### src/rtl/mmul_pkg.sv
// rtl/mmul_pkg.sv - state encoding and sizing helpers for the word-serial Montgomery multiplier
package mmul_pkg;

  typedef enum logic [2:0] {
    S_IDLE,
    S_BIT,
    S_ADD_B,
    S_ADD_P,
    S_SHIFT,
    S_SUB,
    S_DONE
  } state_t;

  function automatic int unsigned ns_of(input int unsigned n, input int unsigned w);
    return n / w;
  endfunction

  function automatic int unsigned clog2_of(input int unsigned v);
    int unsigned r;
    r = 0;
    for (int unsigned i = 0; i < 32; i++) begin
      if ((32'd1 << i) < v) r = i + 1;
    end
    return r;
  endfunction

endpackage

### src/rtl/mmul_slice_addsub.sv
// rtl/mmul_slice_addsub.sv - W-bit slice adder/subtractor with carry (add) or borrow (sub) chaining
module mmul_slice_addsub #(
  parameter int W = 16
) (
  input  logic [W-1:0] x_i,
  input  logic [W-1:0] y_i,
  input  logic         sub_i,
  input  logic         cin_i,
  output logic [W-1:0] sum_o,
  output logic         cout_o
);

  logic [W-1:0] y_eff;
  logic [W:0]   total;

  // Subtract as x + ~y + ~bw; the carry out is then the inverted borrow.
  assign y_eff  = sub_i ? ~y_i : y_i;
  assign total  = {1'b0, x_i} + {1'b0, y_eff} + {{W{1'b0}}, cin_i ^ sub_i};
  assign sum_o  = total[W-1:0];
  assign cout_o = total[W] ^ sub_i;

endmodule

### src/rtl/mmul_word_serial.sv
// rtl/mmul_word_serial.sv - radix-2 Montgomery multiplier A*B*2^-N mod P, word-serial datapath
module mmul_word_serial
  import mmul_pkg::*;
#(
  parameter int N = 256,
  parameter int W = 16
) (
  input  logic         clk_i,
  input  logic         rst_ni,
  input  logic         start_i,
  input  logic         clear_i,
  input  logic [N-1:0] a_i,
  input  logic [N-1:0] b_i,
  input  logic [N-1:0] p_i,
  output logic         busy_o,
  output logic         done_o,
  output logic         err_o,
  output logic [N-1:0] result_o
);

  localparam int unsigned NS = ns_of(N, W);
  localparam int unsigned SW = clog2_of(NS);
  localparam int unsigned BW = clog2_of(N);
  localparam logic [SW-1:0] LAST_SLICE = SW'(NS - 1);
  localparam logic [BW-1:0] LAST_BIT   = BW'(N - 1);

  state_t          state_q;
  logic [N-1:0]    a_q, b_q, p_q, c_q, result_q;
  logic [N-W-1:0]  d_q;
  logic [1:0]      c_hi_q;
  logic [BW-1:0]   bit_cnt_q;
  logic [SW-1:0]   slice_cnt_q;
  logic            q_q, cy_q, busy_q, done_q, err_q;

  logic [W-1:0]    c_slice, y_slice, sum;
  logic            sub, cin, cout, last_slice, q_new, net_borrow;

  always_comb begin
    c_slice = c_q[slice_cnt_q*W +: W];
    y_slice = (state_q == S_ADD_B) ? b_q[slice_cnt_q*W +: W] : p_q[slice_cnt_q*W +: W];
  end

  assign sub        = (state_q == S_SUB);
  assign cin        = (slice_cnt_q == '0) ? 1'b0 : cy_q;
  assign last_slice = (slice_cnt_q == LAST_SLICE);
  assign q_new      = c_q[0] ^ (a_q[0] & b_q[0]);
  // {c_hi,C} < 2P keeps c_hi at 0 or 1, so a final borrow only matters when c_hi is 0.
  assign net_borrow = cout & (c_hi_q == 2'd0);

  mmul_slice_addsub #(.W(W)) u_addsub (
    .x_i   (c_slice),
    .y_i   (y_slice),
    .sub_i (sub),
    .cin_i (cin),
    .sum_o (sum),
    .cout_o(cout)
  );

  always_ff @(posedge clk_i or negedge rst_ni) begin
    if (!rst_ni) begin
      state_q     <= S_IDLE;
      a_q         <= '0;
      b_q         <= '0;
      p_q         <= '0;
      c_q         <= '0;
      d_q         <= '0;
      c_hi_q      <= '0;
      bit_cnt_q   <= '0;
      slice_cnt_q <= '0;
      q_q         <= 1'b0;
      cy_q        <= 1'b0;
      busy_q      <= 1'b0;
      done_q      <= 1'b0;
      err_q       <= 1'b0;
      result_q    <= '0;
    end else begin
      done_q <= 1'b0;
      err_q  <= 1'b0;
      if (clear_i) begin
        state_q     <= S_IDLE;
        busy_q      <= 1'b0;
        slice_cnt_q <= '0;
      end else begin
        case (state_q)
          S_IDLE: begin
            if (start_i) begin
              if (p_i[0]) begin
                a_q         <= a_i;
                b_q         <= b_i;
                p_q         <= p_i;
                c_q         <= '0;
                c_hi_q      <= '0;
                bit_cnt_q   <= '0;
                slice_cnt_q <= '0;
                busy_q      <= 1'b1;
                state_q     <= S_BIT;
              end else begin
                err_q <= 1'b1;
              end
            end
          end
          S_BIT: begin
            q_q     <= q_new;
            state_q <= a_q[0] ? S_ADD_B : (q_new ? S_ADD_P : S_SHIFT);
          end
          S_ADD_B, S_ADD_P: begin
            c_q[slice_cnt_q*W +: W] <= sum;
            cy_q <= cout;
            if (last_slice) begin
              slice_cnt_q <= '0;
              c_hi_q      <= c_hi_q + {1'b0, cout};
              state_q     <= (state_q == S_ADD_B && q_q) ? S_ADD_P : S_SHIFT;
            end else begin
              slice_cnt_q <= slice_cnt_q + 1'b1;
            end
          end
          S_SHIFT: begin
            c_hi_q    <= {1'b0, c_hi_q[1]};
            c_q       <= {c_hi_q[0], c_q[N-1:1]};
            a_q       <= a_q >> 1;
            bit_cnt_q <= bit_cnt_q + 1'b1;
            state_q   <= (bit_cnt_q == LAST_BIT) ? S_SUB : S_BIT;
          end
          S_SUB: begin
            cy_q <= cout;
            // The top slice of D goes straight into the result so it is valid with done.
            if (last_slice) begin
              slice_cnt_q <= '0;
              result_q    <= net_borrow ? c_q : {sum, d_q};
              done_q      <= 1'b1;
              state_q     <= S_DONE;
            end else begin
              d_q[slice_cnt_q*W +: W] <= sum;
              slice_cnt_q <= slice_cnt_q + 1'b1;
            end
          end
          S_DONE: begin
            busy_q  <= 1'b0;
            state_q <= S_IDLE;
          end
          default: state_q <= S_IDLE;
        endcase
      end
    end
  end

  assign busy_o   = busy_q;
  assign done_o   = done_q;
  assign err_o    = err_q;
  assign result_o = result_q;

endmodule

### config.mk
export PLATFORM = sky130hd
export DESIGN_NAME = mmul_word_serial
export DESIGN_NICKNAME = d
export VERILOG_FILES = /design/src/rtl/mmul_pkg.sv /design/src/rtl/mmul_slice_addsub.sv /design/src/rtl/mmul_word_serial.sv
export SDC_FILE = /design/constraint.sdc
export NUM_CORES = 2
export LEC_CHECK = 0
export BUFFER_PORTS_ARGS = -buffer_cell sky130_fd_sc_hd__buf_2
export CAP_MARGIN = 20
export CELL_PAD_IN_SITES_DETAIL_PLACEMENT = 2
export CELL_PAD_IN_SITES_GLOBAL_PLACEMENT = 2
export CORE_MARGIN = 10
export CORE_UTILIZATION = 34
export CTS_CLUSTER_DIAMETER = 200
export DETAILED_ROUTE_END_ITERATION = 10
export PLACE_DENSITY = 0.74
export SYNTH_ARGS = -nofsm -noshare
export SYNTH_HDL_FRONTEND = slang
export SYNTH_SLANG_ARGS = --single-unit
### constraint.sdc
create_clock -name clk_i -period 4.98 [get_ports clk_i]
set_input_delay 0.996 -clock clk_i [delete_from_list [all_inputs] [get_ports clk_i]]
set_output_delay 0.996 -clock clk_i [all_outputs]
set_load 0.03 [all_outputs]
==> results.yml <==
status:
  status: "finished with violations"
  failed_checks: "design-rule violations, negative setup slack"
power_and_ir_drop:
  power_mw: 38.2
  ir_drop_uv: 369
  p_leak_nw: 37.5
  powerDensity_nw_per_um2: 431
floorplanning:
  fp.dieW_um: 474
  ioPinCount: 1031
  fp-row-count: 166
  chipHeight_um: 474
  core_um2: 205000
  start_util_pct: 34.2
  die_area_um2: 225000
setup_path:
  cp-start-kind: "flip-flop"
  cp_max_fo: 8
  crit_type: "flip-flop to flip-flop"
  cpPeakStageDelay_ns: 0.65
  arrival_ns: 5.76
  crit_path_end_kind: "flip-flop"
  critPathTopFamily: "compound AO/OA/AOI/OAI gates"
  path_cells: "and2b_2 > nand2b_4 > buf_12 > clkbuf_16 > buf_16 > mux4_2 > o22ai_2 > o22ai_2 > xnor2_1 > ha_1 > nand2_2 > o32ai_4 > o21ai_2 > and3_4 > a211o_4 > buf_12 > clkbuf_16 > buf_16 > mux2i_1 > o21ai_1"
  cp.required_ns: 5.66
  crit_buf_inv: 6
  slowest_stage: "mux4_2"
clock_tree:
  cts_max_path_buffers: 3
  hold_buffers: 0
  cts_tree: "done"
  clock_latency_ns: 0.86
  cts_root_buffer: "clkbuf_16"
  cts_buffers: 177
  clkSlewWorstSetupHoldPaths_ns: 0.06
  clkSinkCount: 1542
  cts_max_level: 4
logic_synthesis:
  syn_avg_cell_area_um2: 11.6
  synth_nets: 6863
  synthArstFlopShare_pct: 100
  seq_area_frac_synth_pct: 55.1
  ys_ff_latch: 1542
  synth_top_area_share_pct: 55.1
  syn_area_um2: 70100
  synth_edf_count: 0
  ys_top_cells_by_area: "dfrtp_1 55%, mux2_2 8.4%, mux2i_1 8.1%"
  yosysTopAreaCell: "dfrtp_1"
  synth_cell_types: 77
  synthFlopType: "dfrtp_1"
  syn-instance-count: 6066
  synth_warnings: 0
placed_design:
  dp_hpwl_mm: 256
  dpl_worst_slack_ns: -0.590
  io_buffers: 1030
  place_congestion: 0.930
  post_dp_cell_area_um2: 80500
  dp_cells: 9683
finish:
  final_cell_count_no_fill: 10135
  final_layout_size_suffix_gt1_share_pct: 34.7
  final_cell_mix: "1538 x dfrtp_1, 1030 x buf_2, 1022 x nand2_1, 848 x o21ai_0, 523 x mux2_2"
  area_growth_pct: 26.5
  nNetsFinal: 8026
  final_cell_area_um2: 88600
  layout_commonest_cell: "dfrtp_1"
sta:
  tightest_slew_ns: 1.13
  fin_ws_ns: -0.0978
  max_freq_mhz: 197
  fin_hold_ws_ns: 0.210
  finalMaxSlewViolations: 0
  rsz0062_at_grt: "true"
  slew_headroom_pct: 24.4
  finClkSkew_ns: 0.0555
  fin_crit_sh_pct: 102
  hold_viol_final: 0
  fin_crit_ns: 5.08
  setup_viol_count_final: 112
drt:
  drt_first_pass_iters: 10
  wl_per_cell_um: 35.5
  final_antenna_net_count: 0
  via_per_inst: 5.88
  wl_mm: 360
  drcViolationCount: 1
  num_vias: 59545
  first_iter_violations: 5883
global_routing:
  grtUsageTotal_pct: 29.6
  grt_start_max_net_pins: 168
  grt_pass1_wl_mm: 485
  antenna_found_initial: 157
  overflow: 0
  grt_pass1_vias: 63691
worst_hold_path:
  min_path_type: "input port to async pin"
flow_run:
  max-cap-violations: 0
==> layout make-up <==
type,count,area [um^2]
inverters,11,41.3
clock inverters,52,721
repair buffers,1436,9960
flip-flops and latches,1542,38600
diodes,82,205
clock buffers,263,5190
well taps,2688,3360
multi-input cells,4061,30500
fillers,20772,116000
==> stage by stage <==
stage          utilization (%)  setup TNS [ns]
2_1_floorplan                -               0
5_1_grt                   43.2          -49.76
3_3_place_gp              39.3          -35.95
4_1_cts                   42.3         -0.0741
3_5_place_dp              39.3          -52.38
6_report                  43.3           -3.94
==> Yosys cell counts (9+ instances only) <==
| cell | n |
|---|---|
| a21o_1 | 9 |
| a21oi_1 | 50 |
| a22oi_1 | 230 |
| a32oi_1 | 22 |
| and2_1 | 9 |
| buf_1 | 21 |
| buf_2 | 85 |
| buf_4 | 22 |
| buf_6 | 12 |
| clkbuf_1 | 311 |
| dfrtp_1 | 1542 |
| ha_1 | 23 |
| inv_1 | 9 |
| mux2_2 | 523 |
| mux2i_1 | 570 |
| mux4_2 | 148 |
| nand2_1 | 1023 |
| nand2b_1 | 16 |
| nand3_1 | 52 |
| nand4_1 | 13 |
| nor2_1 | 74 |
| nor3_1 | 26 |
| o2111ai_1 | 15 |
| o21ai_0 | 989 |
| o21ai_1 | 9 |
| o221ai_1 | 43 |
| o22ai_1 | 54 |
| o31ai_1 | 19 |
| or3_1 | 9 |
| xnor2_1 | 23 |
| xor2_1 | 19 |
==> registers in the layout (all words and copies together), names as in the netlist <==
| register | flops |
|---|---|
| state_q | 3 |
| bit_cnt_q | 8 |
| cy_q | 1 |
| p_q | 256 |
| c_q | 256 |
| busy_o | 1 |
| q_q | 1 |
| c_hi_q | 2 |
| d_q | 240 |
| err_o | 1 |
| b_q | 256 |
| done_o | 1 |
| slice_cnt_q | 4 |
| result_o | 256 |
| a_q | 256 |
==> path summary, 6_finish.rpt <==
check                                       startpoint                        to  depth (start not counted)  slack (ns)
worst max register to register  state_q[1]$_DFFE_PN0P_  result_o[84]$_DFFE_PN0P_                         20        -0.1
max in group asynchronous                       rst_ni       d_q[21]$_DFFE_PN0P_                          2        3.37
worst min register to register      p_q[0]$_DFFE_PN0P_        p_q[0]$_DFFE_PN0P_                          1        0.47
min in group clk_i                            b_i[188]      b_q[188]$_DFFE_PN0P_                          2        0.37
worst min-delay path                            rst_ni       c_q[56]$_DFFE_PN0P_                          1        0.21
worst max-delay path            state_q[1]$_DFFE_PN0P_  result_o[84]$_DFFE_PN0P_                         20        -0.1
==> power by group <==
part / leakage, nW / total [mW] / internal (mW) / switching (mW)
sequential: 19.4 / 16.7 / 14.8 / 1.92
combinational: 15.2 / 7.76 / 3.41 / 4.35
clock: 2.89 / 13.7 / 7.80 / 5.86
total: 37.5 / 38.2 / 26.0 / 12.1
==> layer usage <==
| metal | global-route usage, % | vias up | wire length [um] |
|---|---|---|---|
| met4 | 17.8 | 72 | 27400 |
| met3 | 7.55 | 1002 | 28400 |
| met5 | 0 | - | 461 |
| met2 | 48.9 | 2893 | 172000 |
| met1 | 34.6 | 31262 | 132000 |
| li1 | - | 24316 | - |
==> what timing repair did <==
action	in CTS	in global routing
pin swaps	4	42
resized for setup	36	336
cloned	0	19
hold endpoints to repair	0	0
buffers inserted	3	30
setup endpoints to repair	503	530
==> kinds of logic (layout without fill, tap and decap cells) <==
family	count (synthesis)	count (layout)	synth area share [%]
xor+xnor	42	42	0.525
simple gates	1257	1257	7.28
flops	1542	1542	55.1
mux	1241	1241	21.3
compound gates	1496	1496	12.5
fa+ha+maj	25	25	0.468
buf+inv	463	1762	2.88
other cells	0	82	0
No activity file was read; power rests on OpenSTA's default activity.
